<file path="config.mk">
export PLATFORM = sky130hd
export DESIGN_NAME = noise_gen_param
export DESIGN_NICKNAME = d
export VERILOG_FILES = /design/src/rtl/noise_gen_param_pkg.sv /design/src/rtl/noise_gen_param_lfsr_galois.sv /design/src/rtl/noise_gen_param.sv
export SDC_FILE = /design/constraint.sdc
export NUM_CORES = 1
export LEC_CHECK = 0
export CAP_MARGIN = 30
export CELL_PAD_IN_SITES_DETAIL_PLACEMENT = 0
export CELL_PAD_IN_SITES_GLOBAL_PLACEMENT = 1
export CORE_MARGIN = 3
export CORE_UTILIZATION = 43
export DETAILED_ROUTE_END_ITERATION = 16
export HOLD_SLACK_MARGIN = 0.05
export PLACE_DENSITY = 0.9
export SYNTH_ARGS = -nofsm -noshare
export SYNTH_HDL_FRONTEND = slang
export SYNTH_SLANG_ARGS = --single-unit
</file>
<file path="constraint.sdc">
create_clock -name clk -period 3.2 [get_ports clk]
set_input_delay 0.64 -clock clk [delete_from_list [all_inputs] [get_ports clk]]
set_output_delay 0.64 -clock clk [all_outputs]
set_load 0.05 [all_outputs]
</file>
<file path="src/rtl/noise_gen_param_pkg.sv">
// -----------------------------------------------------------------------------
// noise_gen_param_pkg
// Shared definitions for the parametrised noise source:
//   - noise_mode_e : output mode encodings (white S&H, slew, binary, mute)
//   - TAPS_DEFAULT / SEED_DEFAULT_C : default 16-bit Galois tap mask and seed
//   - period_limit() : maps a programmed period to the terminal count value
// -----------------------------------------------------------------------------
package noise_gen_param_pkg;

    typedef enum logic [1:0] {
        MODE_WHITE = 2'd0,
        MODE_SLEW  = 2'd1,
        MODE_BIN   = 2'd2,
        MODE_MUTE  = 2'd3
    } noise_mode_e;

    localparam int          LFSR_WIDTH_DEFAULT = 16;
    localparam logic [15:0] TAPS_DEFAULT       = 16'hB400;
    localparam logic [15:0] SEED_DEFAULT_C     = 16'h0001;

    // Periods 0 and 1 both mean "tick every cycle", so both map to a limit of 0.
    function automatic logic [31:0] period_limit(input logic [31:0] period);
        return (period < 32'd2) ? 32'd0 : (period - 32'd1);
    endfunction

endpackage

</file>
<file path="src/rtl/noise_gen_param_lfsr_galois.sv">
// -----------------------------------------------------------------------------
// lfsr_galois
// Right-shifting Galois LFSR with synchronous load and lock-up guard.
//   clk      : system clock
//   reset    : asynchronous active-low reset, loads SEED_DEFAULT
//   adv      : advance one step this cycle
//   load     : load load_val this cycle (has priority over adv)
//   load_val : seed value; an all-zero value is replaced by 1
//   q        : current LFSR state
// -----------------------------------------------------------------------------
module lfsr_galois
    import noise_gen_param_pkg::*;
#(
    parameter int                    LFSR_WIDTH   = LFSR_WIDTH_DEFAULT,
    parameter logic [LFSR_WIDTH-1:0] TAPS         = TAPS_DEFAULT,
    parameter logic [LFSR_WIDTH-1:0] SEED_DEFAULT = SEED_DEFAULT_C
) (
    input  logic                  clk,
    input  logic                  reset,
    input  logic                  adv,
    input  logic                  load,
    input  logic [LFSR_WIDTH-1:0] load_val,
    output logic [LFSR_WIDTH-1:0] q
);

    localparam logic [LFSR_WIDTH-1:0] ONE = LFSR_WIDTH'(1);

    logic [LFSR_WIDTH-1:0] lfsr_q;
    logic [LFSR_WIDTH-1:0] lfsr_d;

    always_comb begin
        lfsr_d = lfsr_q;
        if (load) begin
            // An all-zero state would never leave zero, so substitute 1.
            lfsr_d = (load_val == '0) ? ONE : load_val;
        end else if (adv) begin
            lfsr_d = (lfsr_q >> 1) ^ (lfsr_q[0] ? TAPS : '0);
        end
    end

    always_ff @(posedge clk or negedge reset) begin
        if (!reset) begin
            lfsr_q <= SEED_DEFAULT;
        end else begin
            lfsr_q <= lfsr_d;
        end
    end

    assign q = lfsr_q;

endmodule

</file>
<file path="src/rtl/noise_gen_param.sv">
// -----------------------------------------------------------------------------
// noise_gen_param
// Parametrised noise source for the voice mixer. A Galois LFSR runs on clk; a
// programmable period counter produces a one-cycle sample strobe, and on each
// strobe the output is refreshed according to the selected mode.
//   clk         : system clock
//   reset       : asynchronous active-low reset
//   en          : run enable; low freezes counter, LFSR and output
//   period      : sample period in clk cycles (0 and 1 = every cycle)
//   mode        : 0 white S&H, 1 slew, 2 binary, 3 mute (midscale)
//   seed        : LFSR seed used by seed_load
//   seed_load   : one-cycle seed strobe; restarts the period, suppresses tick
//   value       : registered noise sample
//   sample_tick : one-cycle strobe coincident with each sample update
// -----------------------------------------------------------------------------
module noise_gen_param
    import noise_gen_param_pkg::*;
#(
    parameter int                    WIDTH        = 8,
    parameter int                    LFSR_WIDTH   = LFSR_WIDTH_DEFAULT,
    parameter logic [LFSR_WIDTH-1:0] TAPS         = TAPS_DEFAULT,
    parameter logic [LFSR_WIDTH-1:0] SEED_DEFAULT = SEED_DEFAULT_C,
    parameter int                    SLEW_STEP    = 16
) (
    input  logic                  clk,
    input  logic                  reset,
    input  logic                  en,
    input  logic [31:0]           period,
    input  logic [1:0]            mode,
    input  logic [LFSR_WIDTH-1:0] seed,
    input  logic                  seed_load,
    output logic [WIDTH-1:0]      value,
    output logic                  sample_tick
);

    localparam logic [WIDTH-1:0] MIDSCALE = WIDTH'(1) << (WIDTH - 1);

    logic [LFSR_WIDTH-1:0] lfsr_q;

    logic [31:0]      cnt_q,    cnt_d;
    logic [WIDTH-1:0] value_q,  value_d;
    logic [WIDTH-1:0] target_q, target_d;
    logic             tick_q,   tick_d;
    noise_mode_e      mode_q,   mode_d;

    noise_mode_e      mode_in;
    logic [31:0]      lim;
    logic             tick_now;
    logic             slew_active;
    logic [WIDTH-1:0] sample_bits;

    // Move cur toward tgt by at most SLEW_STEP. Done one bit wider so the
    // upward sum cannot wrap before it is clamped at the target.
    function automatic logic [WIDTH-1:0] slew_toward(input logic [WIDTH-1:0] cur,
                                                     input logic [WIDTH-1:0] tgt);
        logic [WIDTH:0] c;
        logic [WIDTH:0] t;
        logic [WIDTH:0] s;
        logic [WIDTH:0] sum;
        c   = {1'b0, cur};
        t   = {1'b0, tgt};
        s   = (WIDTH + 1)'(SLEW_STEP);
        sum = c + s;
        if (c < t) begin
            return (sum > t) ? tgt : sum[WIDTH-1:0];
        end else if (c > t) begin
            return ((c - t) > s) ? (cur - s[WIDTH-1:0]) : tgt;
        end
        return cur;
    endfunction

    lfsr_galois #(
        .LFSR_WIDTH  (LFSR_WIDTH),
        .TAPS        (TAPS),
        .SEED_DEFAULT(SEED_DEFAULT)
    ) u_lfsr (
        .clk     (clk),
        .reset   (reset),
        .adv     (en && !seed_load),
        .load    (seed_load),
        .load_val(seed),
        .q       (lfsr_q)
    );

    // Only the low WIDTH bits of the LFSR feed the sample.
    generate
        if (WIDTH < LFSR_WIDTH) begin : g_unused_hi
            logic unused_lfsr_hi;
            assign unused_lfsr_hi = ^lfsr_q[LFSR_WIDTH-1:WIDTH];
        end
    endgenerate

    assign mode_in     = noise_mode_e'(mode);
    assign lim         = period_limit(period);
    assign sample_bits = lfsr_q[WIDTH-1:0];

    // >= rather than == so a period shortened below the current count ticks
    // on the next cycle instead of running on through 2^32.
    assign tick_now    = en && !seed_load && (cnt_q >= lim);

    // Slewing needs mode 1 both latched at the last tick and still selected,
    // so switching away from mode 1 halts the ramp without waiting for a tick.
    assign slew_active = (mode_q == MODE_SLEW) && (mode_in == MODE_SLEW);

    always_comb begin
        cnt_d    = cnt_q;
        value_d  = value_q;
        target_d = target_q;
        tick_d   = 1'b0;
        mode_d   = mode_q;
        if (seed_load) begin
            cnt_d = '0;
        end else if (en) begin
            if (tick_now) begin
                cnt_d  = '0;
                tick_d = 1'b1;
                mode_d = mode_in;
                case (mode_in)
                    MODE_WHITE: value_d  = sample_bits;
                    MODE_SLEW:  target_d = sample_bits;
                    MODE_BIN:   value_d  = {WIDTH{lfsr_q[0]}};
                    MODE_MUTE:  value_d  = MIDSCALE;
                    default:    value_d  = value_q;
                endcase
            end else begin
                cnt_d = cnt_q + 32'd1;
                if (slew_active) begin
                    value_d = slew_toward(value_q, target_q);
                end
            end
        end
    end

    always_ff @(posedge clk or negedge reset) begin
        if (!reset) begin
            cnt_q    <= '0;
            value_q  <= '0;
            target_q <= '0;
            tick_q   <= 1'b0;
            mode_q   <= MODE_WHITE;
        end else begin
            cnt_q    <= cnt_d;
            value_q  <= value_d;
            target_q <= target_d;
            tick_q   <= tick_d;
            mode_q   <= mode_d;
        end
    end

    assign value       = value_q;
    assign sample_tick = tick_q;

endmodule

</file>
==> impl_metrics.toml <==
[global_route]
grt_pass1_vias = 5720
grt_max_degree = 34
grt_pass1_wl_um = 26950
grt_antenna_before_repair = 0
overflow = 0
grt_usage_pct = 22.50

[critical_path]
crit_start = "period[15]"
critical_path_peak_fanout = 6
startpoint_type = "input port"
path_class = "input port to flop"
arrival_ns = 4.62
worst_setup_path_end_kind = "flop"
r2r_start = "value[0]"
required_ns = 3.42

[hold_path]
hold_class = "input port to async pin"

[synth]
synth_top_area_cell = "dfrtp_1"
async_flop_share_pct = 100.0
ys_seq_area_share_pct = 29.84
syn_nets = 797
syn_inst = 694
synth_common_cells = "nand2_1, o21ai_0, dfrtp_1"
netlist_area_um2 = 5623
ys_warn_count = 0
syn_avg_cell_area_um2 = 8.102
yosys.cell_count.top_type = "nand2_1"
synth_area_leaders = "dfrtp_1, ha_1, o21ai_0"
synth_top_area_share_pct = 29.37
synth-edff-count = 0
ys_ff_latch = 67
synth_flop_cell = "dfrtp_1"
yosysUniqueCellTypes = 69

[cells_and_area]
antenna_cells = 0
fin_cells = 1021
drive_above_1_share_pct = 24.85
final_nets = 947
area_growth_pct = 42.95

[clock_network]
tritoncts = "done"
max-clock-path-buffers = 2
cts-root-buf = "clkbuf_16"
clkTransAtPathRegs_ns = 0.06
cts_buffers = 9
cts_sinks = 67
clock_latency_ns = 0.34
htreeDepth = 3
hold_buffers = 0

[floorplanning]
initial_core_util_pct = 44.20
rows = 41
num_io_pins = 63
die_area_um2 = 14480
coreArea_um2 = 12720
die_x_um = 120.4
die_h_um = 120.4

[sta]
rsz0062_at_grt = "yes"
period_share_pct = 137.6
timing.fmax_ghz = 0.2271
finClkSkew_ns = 0.008505
maxSlewViolCount = 0
max_slew.worst_pin.slew_ns = 0.6204
period_needed_ns = 4.404
setup_viol_count_final = 51
hold_viol = 0
fin_tns_setup_ns = -55.76
fin_hold_ws_ns = 0.2929
worst_slack_ns = -1.204
slew_headroom_pct = 58.26

[route]
drt_iter0_markers = 501
drc = 0
drt-total-wl_um = 16670
drt-wirelength-per-cell_um = 16.32
vias = 5852
ant_nets = 0
dr.pass1.iters = 5
vias_per_cell = 5.732

[pwr]
power.density_nw_per_um2 = 314.8
power.total_w = 0.002530
leakage_nw = 3.518
peakVddDrop_mv = 0.1934

[job]
maxCapViolCount = 0

[run_status]
violations = "negative setup slack"
outcome = "finished, violations left"

[placement]
port_buffers = 62
dp.cells = 986
gp_congestion = 0.9354
dp.final_hpwl_um = 11850
final timing paths:
path,slack (ns),endpoint,depth (start not counted)
min reg2reg,0.52,cnt_q[31],1
min in group clk,0.52,cnt_q[31],1
max,-1.20,mode_q[0],18
max in group asynchronous,2.16,u_lfsr.q[0],2
min,0.29,cnt_q[8],1
max reg2reg,0.10,value[0],11
state kept, by name, summed over array words and instances, names as in the netlist:
register / cells
value: 8
sample_tick: 1
cnt_q: 32
mode_q: 2
u_lfsr.q: 16
target_q: 8
power by group:
part	internal, W	leakage [nW]	switching, W
registers	0.000882	0.852	0.0000365
logic	0.000279	2.52	0.000328
clock network	0.000624	0.145	0.000381
routing by layer:
metal,vias to the layer above,GRT usage [%],share of wire [%]
li1,2848,-,-
met1,2791,28.11,41
met2,177,39.59,52
met3,36,2.993,4.2
met4,0,8.499,2.7
met5,-,0,0
cell usage in the layout, fill, tap and decap left out, types with 7 or more instances in the layout:
cell             Yosys  final
a21oi_1             27     25
mux2i_1             14     14
clkdlybuf4s50_1      0     50
and3_1              11     10
nor3_1              16     13
nor2_1              48     44
ha_1                48     36
ha_4                 0     12
nand3_1             20     18
clkbuf_16            0      9
o21ai_0             85     54
o21ai_1              1     27
xnor2_1             17     17
nor4_4               2      8
buf_6                1     15
nand2b_1             9      8
xor2_1              23     23
nand2_1            112    101
nand4_1             14     14
inv_1               25     24
a31oi_1              7      7
o31ai_1             10     10
nor2b_1             12     12
buf_4                2     84
dfrtp_1             66     66
critical path, cell delays in order:
cell and delay, ns:
buf_6 0.09, or4_4 0.54, nor4_4 0.17, nor4b_4 0.28, nor3b_4 0.25, buf_4 0.14
nand4_1 0.18, buf_6 0.21, nand2_2 0.09, ha_4 0.21, a211oi_2 0.27, o211ai_1 0.16
o221ai_2 0.19, o2111ai_4 0.17, buf_6 0.16, a22oi_2 0.35, buf_4 0.22, mux2_4 0.30
stage by stage:
stage	setup WS (ns)	cell area, µm²	util [%]
floorplan	-1.024	5703	-
global placement	-1.755	7032	55.27
detailed placement	-1.972	7032	55.27
CTS	-1.157	7694	60.47
global route	-1.361	8038	63.18
finish	-1.204	8038	63.18
final cells by class:
type | instances | area (µm²)
fill | 1074 | 4684
multi-input combinational | 577 | 4290
sequential | 67 | 1678
timing repair buffer | 164 | 1458
clock buffer | 10 | 239.0
tap | 172 | 215.2
inverter | 25 | 93.84
clock inverter | 6 | 63.81
logic make-up (layout without fill, tap and decap cells):
group	Yosys count	after routing	synth area share, %
buffers and inverters	50	205	3.671
and+or+nand+nor	284	284	25.26
xor gates and xnor gates	40	40	6.230
adders and majority gates	49	49	11.04
muxes	17	17	3.093
AOI/OAI and AO/OA	187	187	20.87
DFF	67	67	29.84
what timing repair did:
action                     4_1_cts  5_1_grt
setup endpoints to repair       51       51
gates resized for setup         88       74
setup buffers                    8        8
pin swaps                       35       38
cloned                           3        2
Power figures use the tool's default switching activity.
==> RTL edit, RTL diff (config.mk and constraints unchanged) <==
Register the inputs `en`, `period`, `mode`, `seed` and `seed_load` before use, without a reset. The logic sees them one clock later. Comments in the files are not updated.
--- a/src/rtl/noise_gen_param.sv
+++ b/src/rtl/noise_gen_param.sv
@@ -36,2 +36,16 @@
     localparam logic [WIDTH-1:0] MIDSCALE = WIDTH'(1) << (WIDTH - 1);
+
+    logic en_q;
+    logic [31:0] period_q;
+    logic [1:0] mode_r;
+    logic [LFSR_WIDTH-1:0] seed_q;
+    logic seed_load_q;
+
+    always_ff @(posedge clk) begin
+        en_q        <= en;
+        period_q    <= period;
+        mode_r      <= mode;
+        seed_q      <= seed;
+        seed_load_q <= seed_load;
+    end
 
@@ -78,5 +92,5 @@
         .reset   (reset),
-        .adv     (en && !seed_load),
-        .load    (seed_load),
-        .load_val(seed),
+        .adv     (en_q && !seed_load_q),
+        .load    (seed_load_q),
+        .load_val(seed_q),
         .q       (lfsr_q)
@@ -92,4 +106,4 @@
 
-    assign mode_in     = noise_mode_e'(mode);
-    assign lim         = period_limit(period);
+    assign mode_in     = noise_mode_e'(mode_r);
+    assign lim         = period_limit(period_q);
     assign sample_bits = lfsr_q[WIDTH-1:0];
@@ -98,3 +112,3 @@
     // on the next cycle instead of running on through 2^32.
-    assign tick_now    = en && !seed_load && (cnt_q >= lim);
+    assign tick_now    = en_q && !seed_load_q && (cnt_q >= lim);
 
@@ -110,5 +124,5 @@
         mode_d   = mode_q;
-        if (seed_load) begin
+        if (seed_load_q) begin
             cnt_d = '0;
-        end else if (en) begin
+        end else if (en_q) begin
             if (tick_now) begin
Function: changed (a bounded check fails within 4 cycles, from zero or initial values and one cycle with reset low).
==> RTL edit against the unedited design <==
  * The run still ends with negative setup slack left
  * Setup slack better by 460 ps
  * Wire length grew 10%
  * Combinational power fell by 38%
  * Synthesized cell count up 4.3%
  * Clock power up 74%
  * Area after synthesis grew 16%
  * Global-route usage down 0.57 points
  * Power up 48%
  * Final area is 17% higher
  * Sequential cell count grew 52
  * Final cell count is 6.7% higher
  * Critical path type is now reg -> reg
  * Largest cell class unchanged
  * Highest routed layer unchanged
==> RTL edit: results (changes against the unedited design) <==
Int Pwr 2.801 mW (+57%); Routed WL per cell 16.88 µm (+3.4%); TritonCTS Buffers 17 (+8); adder-cell share of the synthesized area 9.520% (-1.5 points); Max H-tree Level 4 (+1); TNS Setup -33520 ps (+22240 ps); Setup Viol. Count Final 51 (unchanged); failing checks negative setup slack; Reg power frac 43.2% (+6.9 points); met1 WL 7.983 mm (+16%); library cells used by synthesis 73 (+5.8%); gpl congestion 0.9004 (-3.7%); gr usage total 21.92% (-0.57 points); Slew HR 51.34% (-6.9 points); filler cell count 1071 (-0.28%); status finished, violations left; Post-Route WL 18.38 mm (+10%); detailed placer's ending HPWL 12.58 mm (+6.1%); maximum VDD drop 0.3121 mV (+61%); crit path to cnt_q[30]$_DFFE_PN0P_; layout cell share with drive strength beyond 1 27.07% (+2.2 points); post-synth net total 827 (+3.8%); Post-synth top cells 106 x nand2_1, 85 x o21ai_0, 66 x dfrtp_1, 52 x dfxtp_1, 48 x ha_1; final worst setup slack -748.0 ps (+456.2 ps); WL met3 907 µm (+29%); Leak 4.131 nW (+17%); Final nets 995 (+5.1%); Synth Area in Compound Gates 19.10% (-1.8 points); vias in the first global route 6133 (+7.2%); sequential share of the synthesized area 41.71% (+12 points)
[RTL edit: worst register-to-register path, cell delays in order (launching register included)]
cell and delay [ps]:
dfxtp_2 330, nor4_4 310, nand4_1 180, or2_4 290, nor4_4 180, nand2_2 120
buf_6 150, nor3_4 110, xor2_1 160, nand2_1 110, ha_4 280, nand4_1 180
nor4_4 310, buf_4 180, o21ai_4 80, o211ai_4 230, buf_12 160, buf_8 130
a21oi_1 50, o21ai_1 200, o31ai_2 90
[RTL edit: cells by family after synthesis]
family	count (synthesis)
compound gates	196
simple gates	264
xor+xnor	34
fa+ha+maj	49
buf+inv	49
flops	119
mux	13
[RTL edit: cell type report]
type | count | area share, %
clock inverters | 13 | 1.011
multi-input cells | 556 | 44.47
well taps | 184 | 2.447
flip-flops and latches | 119 | 28.95
clock buffers | 19 | 4.827
repair buffers | 174 | 17.26
inverters | 24 | 1.037
